## src/rtl/mips_trace_sequencer.sv

```systemverilog
// mips_trace_sequencer
// Holds the MIPS core in reset for a fixed pulse after system reset, then waits
// for an address trigger on the core's bus taps, captures DEPTH consecutive bus
// snapshots {direccion, palabra, leer_dato} and drains them oldest-first over a
// valid/ready port. Emptying the buffer re-arms the trigger.
module mips_trace_sequencer #(
    parameter int DATA_W    = 32,
    parameter int DEPTH     = 16,
    parameter int RST_PULSE = 4
) (
    input  logic                      clk,
    input  logic                      rst,
    output logic                      cpu_rst,
    input  logic [DATA_W-1:0]         direccion,
    input  logic [DATA_W-1:0]         palabra,
    input  logic [DATA_W-1:0]         leer_dato,
    input  logic                      trig_en,
    input  logic [DATA_W-1:0]         trig_addr,
    output logic                      rd_valid,
    input  logic                      rd_ready,
    output logic [3*DATA_W-1:0]       rd_data,
    output logic [$clog2(DEPTH):0]    count,
    output logic                      done
);

    localparam int PTR_W = $clog2(DEPTH);
    localparam int CNT_W = PTR_W + 1;
    localparam int PC_W  = (RST_PULSE > 1) ? $clog2(RST_PULSE) : 1;

    localparam logic [PC_W-1:0]  PULSE_LAST = PC_W'(RST_PULSE - 1);
    localparam logic [CNT_W-1:0] CNT_FULL   = CNT_W'(DEPTH);
    localparam logic [CNT_W-1:0] CNT_LAST   = CNT_W'(DEPTH - 1);
    localparam logic [CNT_W-1:0] CNT_ONE    = CNT_W'(1);

    typedef enum logic [1:0] {
        ST_HOLD    = 2'd0,
        ST_ARMED   = 2'd1,
        ST_CAPTURE = 2'd2,
        ST_DONE    = 2'd3
    } state_t;

    state_t               state_r;
    state_t               state_s;
    logic [PC_W-1:0]      pulse_cnt_r;
    logic [PTR_W-1:0]     wr_ptr_r;
    logic [PTR_W-1:0]     rd_ptr_r;
    logic [PTR_W-1:0]     rd_ptr_s;
    logic [CNT_W-1:0]     count_r;
    logic [3*DATA_W-1:0]  mem_r [DEPTH];
    logic [3*DATA_W-1:0]  rd_data_r;
    logic                 cpu_rst_r;
    logic                 done_r;
    logic                 rd_valid_r;
    logic                 trig_s;
    logic                 wr_s;
    logic                 pop_s;
    logic                 cpu_rst_s;
    logic                 done_s;
    logic                 rd_valid_s;

    assign cpu_rst  = cpu_rst_r;
    assign done     = done_r;
    assign rd_valid = rd_valid_r;
    assign rd_data  = rd_data_r;
    assign count    = count_r;

    // Trigger match, write strobe (never when full) and consumer pop strobe.
    always_comb begin
        trig_s = trig_en && (direccion == trig_addr);
        wr_s   = ((state_r == ST_ARMED) && trig_s) ||
                 ((state_r == ST_CAPTURE) && (count_r != CNT_FULL));
        pop_s  = (state_r == ST_DONE) && rd_valid_r && rd_ready;
    end

    // State register.
    always_ff @(posedge clk) begin
        if (rst) begin
            state_r <= ST_HOLD;
        end else begin
            state_r <= state_s;
        end
    end

    // Next-state logic: the write that fills the buffer and the pop that empties it
    // both change state on that same edge.
    always_comb begin
        state_s = state_r;
        case (state_r)
            ST_HOLD: begin
                if (pulse_cnt_r == PULSE_LAST) state_s = ST_ARMED;
                else                           state_s = ST_HOLD;
            end
            ST_ARMED: begin
                if (trig_s) state_s = ST_CAPTURE;
                else        state_s = ST_ARMED;
            end
            ST_CAPTURE: begin
                if (count_r == CNT_LAST) state_s = ST_DONE;
                else                     state_s = ST_CAPTURE;
            end
            ST_DONE: begin
                if (pop_s && (count_r == CNT_ONE)) state_s = ST_ARMED;
                else                               state_s = ST_DONE;
            end
            default: state_s = ST_HOLD;
        endcase
    end

    // Output decode from the next state so the registered outputs track the state.
    always_comb begin
        cpu_rst_s  = (state_s == ST_HOLD);
        done_s     = (state_s == ST_DONE);
        rd_valid_s = (state_s == ST_DONE);
        if (pop_s) rd_ptr_s = rd_ptr_r + PTR_W'(1);
        else       rd_ptr_s = rd_ptr_r;
    end

    // Core reset pulse counter: counts cycles spent in HOLD once rst is released.
    always_ff @(posedge clk) begin
        if (rst) begin
            pulse_cnt_r <= {PC_W{1'b0}};
        end else if (state_r == ST_HOLD) begin
            pulse_cnt_r <= pulse_cnt_r + PC_W'(1);
        end else begin
            pulse_cnt_r <= {PC_W{1'b0}};
        end
    end

    // Pointers, occupancy and registered outputs; read data is prefetched from the
    // next read pointer so it is valid alongside rd_valid and frozen while stalled.
    always_ff @(posedge clk) begin
        if (rst) begin
            wr_ptr_r   <= {PTR_W{1'b0}};
            rd_ptr_r   <= {PTR_W{1'b0}};
            count_r    <= {CNT_W{1'b0}};
            cpu_rst_r  <= 1'b1;
            done_r     <= 1'b0;
            rd_valid_r <= 1'b0;
            rd_data_r  <= {(3*DATA_W){1'b0}};
        end else begin
            if (wr_s) wr_ptr_r <= wr_ptr_r + PTR_W'(1);
            else      wr_ptr_r <= wr_ptr_r;
            rd_ptr_r <= rd_ptr_s;
            if (wr_s)       count_r <= count_r + CNT_ONE;
            else if (pop_s) count_r <= count_r - CNT_ONE;
            else            count_r <= count_r;
            cpu_rst_r  <= cpu_rst_s;
            done_r     <= done_s;
            rd_valid_r <= rd_valid_s;
            if (state_s == ST_DONE) rd_data_r <= mem_r[rd_ptr_s];
            else                    rd_data_r <= {(3*DATA_W){1'b0}};
        end
    end

    // Trace storage; contents need no reset because count gates visibility.
    always_ff @(posedge clk) begin
        if (wr_s) begin
            mem_r[wr_ptr_r] <= {direccion, palabra, leer_dato};
        end
    end

endmodule

```

## config.mk

```make
export PLATFORM = sky130hd
export DESIGN_NAME = mips_trace_sequencer
export DESIGN_NICKNAME = d
export VERILOG_FILES = /design/src/rtl/mips_trace_sequencer.sv
export SDC_FILE = /design/constraint.sdc
export NUM_CORES = 2
export LEC_CHECK = 0
export ABC_CLOCK_PERIOD_IN_PS = 4990
export CAP_MARGIN = 40
export CELL_PAD_IN_SITES_DETAIL_PLACEMENT = 1
export CELL_PAD_IN_SITES_GLOBAL_PLACEMENT = 1
export CORE_AREA = 5 5 350 421
export DETAILED_ROUTE_END_ITERATION = 10
export DIE_AREA = 0 0 355 426
export PLACE_DENSITY = 0.81
export SETUP_SLACK_MARGIN = 0.3
export SYNTH_ARGS = -nofsm -noshare
export SYNTH_HDL_FRONTEND = slang
export SYNTH_SLANG_ARGS = --single-unit
```

## constraint.sdc

```tcl
create_clock -name clk -period 4.99 [get_ports clk]
set_input_delay 0.7485 -clock clk [delete_from_list [all_inputs] [get_ports clk]]
set_output_delay 0.7485 -clock clk [all_outputs]
set_load 0.02 [all_outputs]
```

# Word level (Yosys, flattened, before mapping)

Memory sizes are Yosys's and may differ from the RTL's. A register that Yosys moved wholly into a read port is not among the register bits.
Index checks and enable logic that the tools add are counted.

Bitwise operators: 2
$add $sub $neg: 5
Equal/unequal tests: 9
Reduce and logical (&&, ||, !) cells: 12
Multiplexer cells: 10

Operators with widths:

| operator            | count |
|---|---|
| $eq 32x32->1        | 1 |
| $mux 5              | 2 |
| $add 4x1->4 const B | 2 |
| $eq 2x2->1 const B  | 4 |
| $pmux 2 s4          | 1 |
| $logic_and 1x1->1   | 6 |
| $add 5x1->5 const B | 1 |
| $eq 5x1->1 const B  | 1 |
| $eq 5x4->1 const B  | 1 |
| $ne 5x5->1 const B  | 1 |
| $sub 5x1->5 const B | 1 |
| $logic_not 2->1     | 2 |
| $mux 1              | 4 |
| $mux 2              | 2 |
| $mux 4              | 1 |
| $reduce_or 2->1     | 2 |
| $add 2x1->2 const B | 1 |
| $eq 2x1->1 const B  | 1 |
| $not 1->1           | 2 |
| $reduce_bool 2->1   | 1 |
| $logic_or 1x1->1    | 1 |

Output and inout port bits: 104
Memories kept: 1
Logic and storage cells: 46
Memory bits (writable): 1536
Flip-flop bits (word level): 19

Memory list:

| memory | depth | width | rd ports | clocked after Yosys merged registers in | wr ports | line | text |
|---|---|---|---|---|---|---|---|
| mem_r  | 16    | 96    | 1        | 1                                       | 1        | 49   | `logic [3*DATA_W-1:0] mem_r [DEPTH];` |

# Longest topological paths before layout

Word-level depth: 9
Gate-level depth with buffers: 12

# Worst setup path before layout

No wires, ideal clock.

Path type: input to register
From: input trig_addr[21]
To: memory mem_r[15][0] in the netlist's numbering (enable)
Library setup time: 0.466 ns
Required time: 4.524 ns
Stages: 7
Path slack: -0.011 ns
Buffers on the path: 1
Arrival time: 4.535 ns
Path through: xor2_1 -> or4_1 -> nor4b_2 -> nand4_1 -> nand2_2 -> buf_2 -> and3_1

Word-level cells in the longest chain between the ends: 6

RTL lines:

| element                      | line | text |
|---|---|---|
| start, declared              | 18   | `input logic [DATA_W-1:0] trig_addr,` |
| $eq 32x32->1                 | 69   | `trig_s = trig_en && (direccion == trig_addr);` |
| $logic_and 1x1->1            | 69   |  |
| $logic_and 1x1->1            | 70   | `wr_s = ((state_r == ST_ARMED) && trig_s) \|\|` |
| $logic_or 1x1->1             | 70   |  |
| $mux 1                       | 157  | `if (wr_s) begin` |
| $mux 1 (implied by the code) | 158  | `mem_r[wr_ptr_r] <= {direccion, palabra, leer_dato};` |
| end, declared                | 49   |  |

No other way between the ends.

# Worst setup path in the final report

From: register rd_ptr_r[0]
To: register rd_data_r[50], in the netlist rd_data[50] (read register of mem_r)

Word-level cells in the longest chain between the ends: 2

RTL lines:

| element                | line | text |
|---|---|---|
| start, declared        | 46   | `logic [PTR_W-1:0] rd_ptr_r;` |
| start signal, assigned | 134  | `rd_ptr_r <= {PTR_W{1'b0}};` |
| start signal, assigned | 143  | `rd_ptr_r <= rd_ptr_s;` |
| $add 4x1->4            | 114  | `if (pop_s) rd_ptr_s = rd_ptr_r + PTR_W'(1);` |
| $mux 4 *               | 114  |  |
| end, declared          | 50   | `logic [3*DATA_W-1:0] rd_data_r;` |

Every way passes the cells marked *; elsewhere a longest branch is shown, timed or not.
A chain may end at the register's enable or synchronous reset.

==> results.md <==
* Most frequent cell after synthesis: edfxtp_1
* Layout area overhead at 15.4%
* Rows at approximately 150
* Clock share of power at 44.0%
* Leading area contributor after synthesis: edfxtp_1
* Arr. time, crit path at roughly 4.3 ns
* Sw Ratio at 19.9%
* Port bufs at between 200 and 250
* Antenna violations before repair at 15
* CTS Hold Bufs at 0
* Tcrit/Tclk final at 72.3%
* # Post-CTS Setup Buffers at 0
* Distinct cells, synth at 55
* Slew Limit Headroom at between 20% and 30%
* TNS Setup at 0 ns
* Vias in the first global route at ~41000
* Die height at ~430 um
* Worst skew pair latency at between 0.7 and 0.8 ns
* WP data required at about 5.7 ns
* Area contributors post-synth: edfxtp_1 66%, mux4_2 12%, mux2i_1 11%, dfxtp_1 3.3%, o22a_1 1.2%
* TritonRoute pass-1 iters at 6
* DRC at 0
* Unrepaired setup endpoints after global routing: false
* Grt ovf at 0
* Seq cells post-synth at between 1500 and 2000
* Gate Count Post-Synth at approximately 3600
* Nets at between 3000 and 4000
* Tightest Hold Check Type: reg2reg
* Final hold vios at 0
* Measured slew at the worst slew-check pin at about 1.2 ns
* Routed via count at 37500
* First-pass GRT wire length at around 280 mm
* TritonCTS Buffers at between 150 and 200
* Clock Tree Root: clkbuf_16
* Hold Slack at approximately 0.43 ns
* Number of clock sinks at 1651
* Die X at about 360 um
* Synth Flop Type: edfxtp_1
* Critical Path Sink Type: register
* Post-synth top cells: 1536 x edfxtp_1, 756 x mux2i_1, 380 x mux4_2
* Core area at between 100000 and 150000 sq um
* Initial Util at about half
* Synth Area per Inst at 19.5 sq um
* Synth Cell Area at between 60000 and 70000 sq um
* CP Max Fanout at roughly 110
* Clk buf depth at 3
* P_sw at 0.00552 W
* # setup viols final at 0
* Status: finished, final reports clean
* Post-DP HPWL at roughly 110 mm
* Wirelength per Cell at about 33 um
* CTS resizes at 0
* Flop pwr share at ~55%
* Post-Route WL at between 150 and 200 mm
* Layout cells sized above 1 at 19.6%
* H-tree levels at 4
* Critical setup path kind: reg2reg
* Maximum VDD drop at 354 uV
* Seq/Total Area, Yosys at 69.8%
* Yosys top cell area share at roughly 66%
* Synth warn at 0
* Largest net degree at the start of global routing at between 100 and 150
* GP Congestion at roughly 0.86
* MaxCap Viol Count at 0
* Die area at 151000 sq um
* Fillers at approximately 12000
* CP startpoint kind: register
* Comb pwr share at under 10%
* I/O pin cnt at 236
* Pwr Density at 346 nW/um^2
* Leak at 23.5 nW
* Max-slew violation count at 0
* Ys async rst share at 0%
* Clock Skew at approximately 0.024 ns
* Post-Syn Nets at roughly 3700
* Clock-pin transition on the worst setup and hold timing paths at 0.07 ns
* Remaining antenna violation count at 0
* TritonCTS clock tree: yes
* Period minus WS final at around 3.6 ns
* GRT Overall Usage at between 20% and 30%
* Avg Vias per Cell at about 6.4
* Internal at about 0.022 W
* Initial drt markers at approximately 3600
* FMAX at 0.277 GHz
* EDFF count, synth at around 1500
-- registers in the layout, indices dropped and copies added, names as in the netlist --
register,flops
count,5
cpu_rst,1
mem_r,1536
pulse_cnt_r,2
rd_data,96
rd_ptr_r,4
rd_valid,1
state_r,2
wr_ptr_r,4
-- final timing paths --
check / start / endpoint / slack, ns / cells past startpoint
worst max-delay path: rd_ptr_r[0] / rd_data[50] / 1.38 / 7
worst min-delay path: pulse_cnt_r[0] / pulse_cnt_r[0] / 0.43 / 1
worst max register to register: rd_ptr_r[0] / rd_data[50] / 1.38 / 7
worst min register to register: pulse_cnt_r[0] / pulse_cnt_r[0] / 0.43 / 1
-- cell usage in the layout (no fill, tap or decap), types with 4 or more instances in the layout --
cell type	n
buf_12	59
a31oi_1	6
nand3_1	10
a22oi_1	98
clkinv_1	21
nand2b_1	12
inv_1	17
clkdlybuf4s50_1	235
mux2i_1	756
ha_1	10
o22ai_1	4
diode_2	10
nor4_1	8
edfxtp_1	1536
o22a_1	96
buf_4	75
mux4_2	380
dfxtp_1	113
nor3_1	7
bufinv_16	11
clkinv_2	18
nor2_1	19
o21ai_0	6
a21oi_1	12
o21ai_1	96
xnor2_1	14
clkbuf_16	164
and3_4	16
nor2b_1	15
o221ai_1	5
xor2_1	8
clkbuf_8	23
mux2_2	6
nand4_1	8
and3_1	4
clkbuf_1	45
nand2_1	15
-- final cells by class --
type | count | area, sq um | share of cell area (%)
Antenna cell | 10 | 25.0 | 0.0313
Inverter | 17 | 63.8 | 0.0797
Clock buffer | 232 | 4590 | 5.73
Multi-Input combinational cell | 1651 | 19900 | 24.8
Sequential cell | 1651 | 48400 | 60.5
Clock inverter | 61 | 611 | 0.763
Timing Repair Buffer | 371 | 4150 | 5.19
Tap cell | 1848 | 2310 | 2.89
-- cell families (layout without fill, tap and decap cells) --
group | count (synthesis) | count (layout) | synth area share (%)
DFF | 1651 | 1651 | 69.8
muxes | 1142 | 1142 | 23.3
AOI/OAI and AO/OA | 342 | 342 | 3.49
buffers and inverters | 252 | 681 | 1.80
and+or+nand+nor | 133 | 133 | 1.09
xor gates and xnor gates | 23 | 23 | 0.301
adders and majority gates | 11 | 11 | 0.198
other | 0 | 10 | 0
-- per-stage QoR --
| step | cells | cell area, sq um | worst slack [ns] | utilization [%] | power (W) |
|---|---|---|---|---|---|
| 3_5_place_dp | 5538 | 74800 | 0.699 | 52.5 | 0.0158 |
| 2_1_floorplan | 3554 | 69400 | 0.133 | - | 0.0154 |
| 3_3_place_gp | 5536 | 74800 | 0.694 | 52.5 | 0.0158 |
| 4_1_cts | 5831 | 80000 | 1.44 | 56.2 | 0.0278 |
| 6_report | 5841 | 80000 | 1.38 | 56.2 | 0.0277 |
| 5_1_grt | 5834 | 80000 | 1.35 | 56.2 | 0.0285 |
-- per-layer routing --
metal / track usage, % / up-vias / routed length, um
li1: - / 15400 / -
met1: 30.3 / 20000 / 69600
met2: 45.4 / 1703 / 102000
met3: 4.43 / 465 / 12400
met4: 12.5 / 6 / 10300
met5: 0 / - / 30
-- critical path: stages (launching register included) --
cell and delay [ns]:
dfxtp_4 0.66, ha_4 0.38, buf_12 0.50, buf_4 0.52, mux2i_1 0.14, mux4_2 0.47, o22a_1 0.21, o21ai_1 0.20
-- power groups by stage --
stage	clock [W]	sequential, W	combinational [W]
2_1_floorplan	0	0.0154	0.0000355
3_3_place_gp	0	0.0154	0.000392
3_5_place_dp	0	0.0154	0.000411
4_1_cts	0.0123	0.0151	0.000414
5_1_grt	0.0130	0.0151	0.000433
6_report	0.0122	0.0151	0.000420
Power figures use the tool's default switching activity.
